`src/rtl/bambu_minmem_pkg.sv`:
```
// Shared definitions for the minimal memory interface: FSM state encoding and
// the access-size to data-mask helper used by master and slave-side models.
package bambu_minmem_pkg;

  typedef enum logic [1:0] {
    ST_IDLE   = 2'd0,
    ST_ACCESS = 2'd1,
    ST_RESP   = 2'd2
  } mm_state_t;

  localparam int unsigned MASK_MAX_W = 64;

  // Low 'size' bits set; callers truncate to their own data width.
  function automatic logic [MASK_MAX_W-1:0] mask_of(input int unsigned size);
    logic [MASK_MAX_W-1:0] m;
    m = '0;
    for (int unsigned i = 0; i < MASK_MAX_W; i++) begin
      if (i < size) m[i] = 1'b1;
    end
    return m;
  endfunction

endpackage

```
`src/rtl/minmem_master_port.sv`:
```
// Single-channel minimal-memory-interface initiator: one command in, one bus
// transaction, one response out. Optional ACCESS timeout: MINMEM_TIMEOUT_EN.
module minmem_master_port
  import bambu_minmem_pkg::*;
#(
  parameter int unsigned ADDR_W         = 7,
  parameter int unsigned DATA_W         = 8,
  parameter int unsigned SIZE_W         = 4,
  parameter int unsigned TIMEOUT_CYCLES = 256
) (
  input  logic              clock,
  input  logic              reset,
  input  logic              req_valid,
  output logic              req_ready,
  input  logic              req_we,
  input  logic [ADDR_W-1:0] req_addr,
  input  logic [DATA_W-1:0] req_wdata,
  input  logic [SIZE_W-1:0] req_size,
  output logic              rsp_valid,
  input  logic              rsp_ready,
  output logic [DATA_W-1:0] rsp_rdata,
  output logic              rsp_err,
  output logic              Mout_oe_ram,
  output logic              Mout_we_ram,
  output logic [ADDR_W-1:0] Mout_addr_ram,
  output logic [DATA_W-1:0] Mout_Wdata_ram,
  output logic [SIZE_W-1:0] Mout_data_ram_size,
  input  logic [DATA_W-1:0] M_Rdata_ram,
  input  logic              M_DataRdy
);

  if (SIZE_W < $clog2(DATA_W + 1)) begin : g_size_w_check
    $error("SIZE_W too narrow to hold DATA_W");
  end
  if (DATA_W > MASK_MAX_W || TIMEOUT_CYCLES < 1) begin : g_param_check
    $error("DATA_W or TIMEOUT_CYCLES out of range");
  end

  mm_state_t         state, state_next;
  logic              ready_q;
  logic              accept;
  logic              timeout_hit;
  logic [SIZE_W-1:0] size_eff;
  logic [DATA_W-1:0] rdata_q;
  logic              err_q;

  assign size_eff  = (req_size > SIZE_W'(DATA_W)) ? SIZE_W'(DATA_W) : req_size;
  assign accept    = req_valid && ready_q;
  assign req_ready = ready_q;
  assign rsp_valid = (state == ST_RESP);
  assign rsp_rdata = rdata_q;
  assign rsp_err   = err_q;

`ifdef MINMEM_TIMEOUT_EN
  localparam int unsigned CNT_W = $clog2(TIMEOUT_CYCLES + 1);
  logic [CNT_W-1:0] access_cnt;

  always_ff @(posedge clock) begin
    if (!reset || state != ST_ACCESS) access_cnt <= '0;
    else                              access_cnt <= access_cnt + CNT_W'(1);
  end

  assign timeout_hit = (state == ST_ACCESS) && !M_DataRdy &&
                       (access_cnt == CNT_W'(TIMEOUT_CYCLES - 1));
`else
  assign timeout_hit = 1'b0;
`endif

  always_comb begin
    state_next = state;
    case (state)
      ST_IDLE:   if (accept) state_next = (req_size == '0) ? ST_RESP : ST_ACCESS;
      ST_ACCESS: if (M_DataRdy || timeout_hit) state_next = ST_RESP;
      ST_RESP:   if (rsp_ready) state_next = ST_IDLE;
      default:   state_next = ST_IDLE;
    endcase
  end

  // ready is registered so it stays low through the reset cycle itself.
  always_ff @(posedge clock) begin
    if (!reset) begin
      state   <= ST_IDLE;
      ready_q <= 1'b0;
    end else begin
      state   <= state_next;
      ready_q <= (state_next == ST_IDLE);
    end
  end

  always_ff @(posedge clock) begin
    if (!reset) begin
      Mout_oe_ram        <= 1'b0;
      Mout_we_ram        <= 1'b0;
      Mout_addr_ram      <= '0;
      Mout_Wdata_ram     <= '0;
      Mout_data_ram_size <= '0;
      rdata_q            <= '0;
      err_q              <= 1'b0;
    end else begin
      case (state)
        ST_IDLE: begin
          if (accept) begin
            rdata_q <= '0;
            if (req_size == '0) begin
              err_q <= 1'b1;
            end else begin
              err_q              <= 1'b0;
              Mout_oe_ram        <= ~req_we;
              Mout_we_ram        <= req_we;
              Mout_addr_ram      <= req_addr;
              Mout_Wdata_ram     <= req_we ? req_wdata : '0;
              Mout_data_ram_size <= size_eff;
            end
          end
        end
        ST_ACCESS: begin
          if (M_DataRdy || timeout_hit) begin
            Mout_oe_ram        <= 1'b0;
            Mout_we_ram        <= 1'b0;
            Mout_addr_ram      <= '0;
            Mout_Wdata_ram     <= '0;
            Mout_data_ram_size <= '0;
            rdata_q <= (Mout_oe_ram && M_DataRdy) ?
                       (M_Rdata_ram & DATA_W'(mask_of(32'(Mout_data_ram_size)))) : '0;
            err_q   <= ~M_DataRdy;
          end
        end
        ST_RESP: begin
          if (rsp_ready) begin
            rdata_q <= '0;
            err_q   <= 1'b0;
          end
        end
        default: ;
      endcase
    end
  end

endmodule
```
`config.mk`:
```
export PLATFORM = sky130hd
export DESIGN_NAME = minmem_master_port
export DESIGN_NICKNAME = d
export VERILOG_FILES = /design/src/rtl/bambu_minmem_pkg.sv /design/src/rtl/minmem_master_port.sv
export SDC_FILE = /design/constraint.sdc
export NUM_CORES = 1
export LEC_CHECK = 0
export CAP_MARGIN = 20
export CELL_PAD_IN_SITES_DETAIL_PLACEMENT = 1
export CELL_PAD_IN_SITES_GLOBAL_PLACEMENT = 1
export CORE_ASPECT_RATIO = 2
export CORE_MARGIN = 10
export CORE_UTILIZATION = 29
export DETAILED_ROUTE_END_ITERATION = 6
export GPL_TIMING_DRIVEN = 0
export PLACE_DENSITY_LB_ADDON = 0.1
export SKIP_LAST_GASP = 1
export SLEW_MARGIN = 5
export SYNTH_ARGS = -nofsm -noshare
export SYNTH_HDL_FRONTEND = slang
export SYNTH_SLANG_ARGS = --single-unit
```
`constraint.sdc`:
```
create_clock -name clock -period 1.8 [get_ports clock]
set_input_delay 0.36 -clock clock [delete_from_list [all_inputs] [get_ports clock]]
set_output_delay 0.36 -clock clock [all_outputs]
set_load 0.02 [all_outputs]
```
* Word-level counts from Yosys, hierarchy flattened *
Index checks and enable logic that the tools add are counted.

operators by class
  order comparisons = 9
  equal/unequal tests = 6
  muxes and demuxes = 68
  bitwise operators = 3
  reductions and logical operators = 9

operators with widths
  kind                                                                   count
  8-bit two-way mux                                                      8
  1-bit two-way mux                                                      41
  8-bit one-hot mux with 3 select lines                                  1
  7-bit two-way mux                                                      3
  3-bit by 4-bit < comparator with 1-bit output, first input constant    4
  4-bit two-way mux                                                      4
  8-bit one-hot mux with 2 select lines                                  1
  7-bit one-hot mux with 2 select lines                                  1
  8-bit bitwise AND                                                      1
  1-bit by 4-bit < comparator with 1-bit output, first input constant    2
  2-bit by 4-bit < comparator with 1-bit output, first input constant    2
  2-bit two-way mux                                                      4
  4-bit one-hot mux with 2 select lines                                  1
  4-bit AND reduction                                                    2
  2-bit inequality test, second input constant                           3
  2-bit one-hot mux with 3 select lines                                  1
  4-bit greater-than comparator, second input constant                   1
  2-bit zero test                                                        2
  4-bit zero test                                                        1
  1-bit one-hot mux with 2 select lines                                  2
  1-bit one-hot mux with 3 select lines                                  1
  3-bit nonzero test                                                     1
  2-bit by 1-bit equality test with 1-bit output, second input constant  1
  2-bit equality test, second input constant                             1
  other kinds (4)                                                        6

word-level totals
  flip-flop bits (word level) = 33
  output and inout bits = 32
  word-level logic and storage cells = 104

* Longest topological paths before layout *
  depth after elaboration = 9
  mapped depth = 6
  mapped depth without buffers = 5

* Worst setup path after synthesis *
OpenSTA, ideal clock, no wires.

  kind = register to register
  from = register state[0]
  to = register err_q, in the netlist rsp_err
  library setup time = 0.116 ns
  data arrival time = 1.785 ns
  required time = 1.684 ns
  path slack = -0.101 ns
  stages on the path, launching flop included = 7
  buffers on the path = 1
  clock period less this slack = 1.901 ns
  cells stage by stage = dfxtp_1 inv_1 ha_1 a21boi_4 or4_4 buf_6 o211a_1

between the ends
  longest elaborated chain between the ends = 3
  elaborated cells between the ends (all ways) = 9
  those cells by class = eq/ne (5); mux (1); reduce/logical (3)

RTL lines
  element                                                                                    line                       text
  start, declared                                                                            minmem_master_port.sv:39   mm_state_t state, state_next;
  start signal, assigned                                                                     minmem_master_port.sv:85   state <= state_next;
  2-bit equality test (tied with other cells)                                                minmem_master_port.sv:100  case (state)
  2-bit by 1-bit inequality test with 1-bit output (no source line) (tied with other cells)  --
  4-bit AND reduction (no source line)                                                       --
  end signal, assigned                                                                       minmem_master_port.sv:125  err_q <= ~M_DataRdy;
  end, declared                                                                              minmem_master_port.sv:45   logic err_q;

Parallel ways exist; a longest one is shown, timed or not.
A chain may end at the register's enable or synchronous reset.

* Final worst setup path *
  from = register state[1]
  to = register Mout_data_ram_size[3]

between the ends
  longest elaborated chain between the ends = 3
  elaborated cells between the ends (all ways) = 8
  those cells by class = eq/ne (4); mux (1); reduce/logical (3)

RTL lines
  element                                                                                   line                       text
  2-bit by 1-bit equality test with 1-bit output / 2-bit zero test (equally long branches)  minmem_master_port.sv:100
  2-bit inequality test (no source line) / 2-bit nonzero test (equally long branches)       --
  4-bit AND reduction (no source line)                                                      --
  end signal, assigned                                                                      minmem_master_port.sv:112  Mout_data_ram_size <= size_eff;
  end, declared                                                                             minmem_master_port.sv:27   output logic [SIZE_W-1:0] Mout_data_ram_size,

Parallel ways exist; a longest one is shown, timed or not.

==> out/metrics.yaml <==
clock_tree:
  clock_sinks: 33
  htreeDepth: 2
  cts_tree: "yes"
  ctsRootBufferMaster: "clkbuf_16"
  cts.path.max_buffers: 2
  cts-buffers-inserted: 5
  clock_latency_ns: 0.28
  clk_pin_slew_ns: 0.05
worst_setup_path:
  cp-start-kind: "flop"
  crit_type: "reg -> reg"
  endpoint: "Mout_data_ram_size[3]$_SDFFE_PN0P_"
  cp-end-kind: "flop"
  cp.arrival_ns: 1.97
  cp-startpoint: "state[1]$_SDFF_PN0_"
  r2r-start: "state[1]$_SDFF_PN0_"
  ff2ff_path_depth: 7
  regToRegSetupSlack_ns: 0.03
  path_max_fanout: 5
  rr_endpoint: "Mout_data_ram_size[3]$_SDFFE_PN0P_"
  critPathRequiredTime_ns: 2.00
grt:
  grt.total_usage_pct: 12.0
  grt_pass1_vias: 1787
  antenna_found_initial: 0
  grt_max_degree: 11
  grt_first_pass_wirelength_mm: 8.98
  overflow: 0
power:
  pwr-share-clk_pct: 33.5
  switching_share_pct: 29.8
  total_power_mw: 2.46
  powerDensity_nw_per_um2: 924
  combPwrFrac_pct: 32.3
  ir_drop_mv: 0.649
  netSwitchingPower_mw: 0.733
  p_leak_nw: 1.07
  p_int_mw: 1.73
  seq_power_share_pct: 34.2
die:
  die_w_um: 73.6
  dieArea_um2: 9370
  ios: 65
  coreArea_um2: 5660
  dieHeight_um: 127
  row_count: 39
  initial_core_util_pct: 29.5
yosys:
  async_flop_share_pct: 0
  synth_ff_type: "dfxtp_1"
  synth_edf_count: 0
  synthDistinctLibCells: 39
  netlist_area_um2: 1670
  syn-instance-count: 175
  synth_top_area_cell: "dfxtp_1"
  avgSynthCellArea_um2: 9.53
  syn-num-nets: 214
  yosysWarnings: 0
  ys_ff_latch: 33
  synthTopCellsByArea: "dfxtp_1, mux2i_1, nand2_1"
  yosysSeqAreaShare_pct: 39.6
  synthDominantCellAreaShare_pct: 39.6
route:
  wl_per_cell_um: 17.9
  first_iter_violations: 58
  final_antenna_net_count: 0
  wirelength_mm: 5.63
  vias_per_cell: 5.02
  vias: 1580
  firstDrtPassIters: 4
  drc: 0
timing:
  slew_headroom_pct: 62.6
  hold_viol_final: 0
  skew_ns: 0.00181
  final_max_slew_viol_count: 0
  hold_slack_ns: 0.442
  finalCritPeriodShare_pct: 98.3
  max_freq_mhz: 565
  grt_setup_unrepaired: "true"
  tns_ns: 0
  setup_viol: 0
  tightestPinTransition_ns: 0.561
  timing.final.crit_period_ns: 1.77
layout:
  final_cell_mix: "clkdlybuf4s50_1, nand2_1, dfxtp_1, mux2i_1, nand3b_1"
  diodes: 0
  utilization_pct: 47.0
  layout.cells.non_filler: 315
  fin_nets: 292
  drive_above_1_share_pct: 15.4
  final_common_cell: "clkdlybuf4s50_1"
  syn_to_final_growth_pct: 59.6
place:
  hpwl_mm: 4.19
  place_congestion: 0.794
  dpl.cell_count: 299
  port_buffers: 63
status:
  status: "complete, no violations"
min_path:
  hold_path.class: "in -> reg"
job:
  max_cap_violations: 0
==> worst min-delay path by stage <==
stage                                         startpoint                              to  slack (ns)  cells after the start
after floorplan                             req_wdata[0]  Mout_Wdata_ram[0]$_SDFFE_PN0P_        0.50                      2
after global placement    Mout_Wdata_ram[0]$_SDFFE_PN0P_  Mout_Wdata_ram[0]$_SDFFE_PN0P_        0.44                      2
after detailed placement  Mout_Wdata_ram[4]$_SDFFE_PN0P_  Mout_Wdata_ram[4]$_SDFFE_PN0P_        0.45                      2
after CTS                                          reset   Mout_addr_ram[1]$_SDFFE_PN0P_        0.44                      3
after global routing                               reset   Mout_addr_ram[0]$_SDFFE_PN0P_        0.47                      3
final                                              reset   Mout_addr_ram[1]$_SDFFE_PN0P_        0.44                      3
==> sequential cells by signal (all words and copies together), names as in the netlist <==
signal	count
rsp_err	1
Mout_Wdata_ram	8
Mout_data_ram_size	4
state	2
Mout_addr_ram	7
Mout_we_ram	1
req_ready	1
rsp_rdata	8
Mout_oe_ram	1
==> synthesized netlist by cell type (all sizes together) (2+ instances only) <==
master,instances
or4,2
a21oi,2
nand3,8
mux2i,29
nand3b,9
o21a,2
o211ai,2
dfxtp,33
nand2,37
nor4,2
nor2,2
ha,6
nor2b,3
a211oi,2
or3,2
inv,5
buf,6
clkbuf,6
a21o,2
==> power by group through the flow <==
stage	clock, mW	sequential, mW	combinational (mW)
2_1_floorplan	0	0.923	0.360
3_3_place_gp	0	0.858	0.707
3_5_place_dp	0	0.860	0.709
4_1_cts	0.849	0.843	0.744
5_1_grt	0.881	0.853	0.852
6_report	0.824	0.843	0.794
==> per-stage QoR <==
stage / instance area [um2] / setup WS (ns)
6_report: 2660 / 0.0298
5_1_grt: 2660 / -0.0522
4_1_cts: 2580 / 0.00532
3_5_place_dp: 2380 / -0.275
3_3_place_gp: 2380 / -0.297
2_1_floorplan: 1680 / 0.0171
==> what timing repair did <==
action | in CTS | in global routing
pin swaps | 1 | 2
gates resized for setup | 10 | 9
setup endpoints to repair | 31 | 27
buffers inserted | 5 | 3
gates cloned | 0 | 2
hold buffers | 0 | 0
==> routing by layer <==
layer	part of all wire [%]	up-vias	GRT usage (%)
met5	0	-	0
met3	8.8	7	5.04
met2	52	49	20.8
li1	-	770	-
met1	37	754	12.0
met4	1.7	0	4.63
==> critical path, stage by stage, from the launching register on <==
cell and delay (ns):
dfxtp_4 0.35, inv_2 0.07, ha_4 0.17, nor2b_4 0.14, a2111oi_4 0.37, buf_4 0.23
clkbuf_16 0.16, mux2i_1 0.20
==> cells by family (layout without fill, tap and decap cells) <==
kind of cell | count (synthesis) | after routing | share of synthesized area, %
flip-flops | 33 | 33 | 39.6
AND/OR/NAND/NOR | 70 | 70 | 21.8
adder cells (fa/ha/maj) | 6 | 6 | 4.50
multiplexers | 30 | 30 | 18.1
AO/OA/AOI/OAI | 19 | 19 | 10.8
buffers and inverters | 17 | 96 | 5.25
==> area by class of cell <==
class	count	area, um2
inverters	5	18.8
multi-input cells	125	972
plain buffers	10	62.6
fillers	650	3000
clock buffers	6	129
repair buffers	73	726
well taps	61	76.3
flip-flops and latches	33	668
clock inverters	2	10.0
Power figures use the tool's default switching activity.
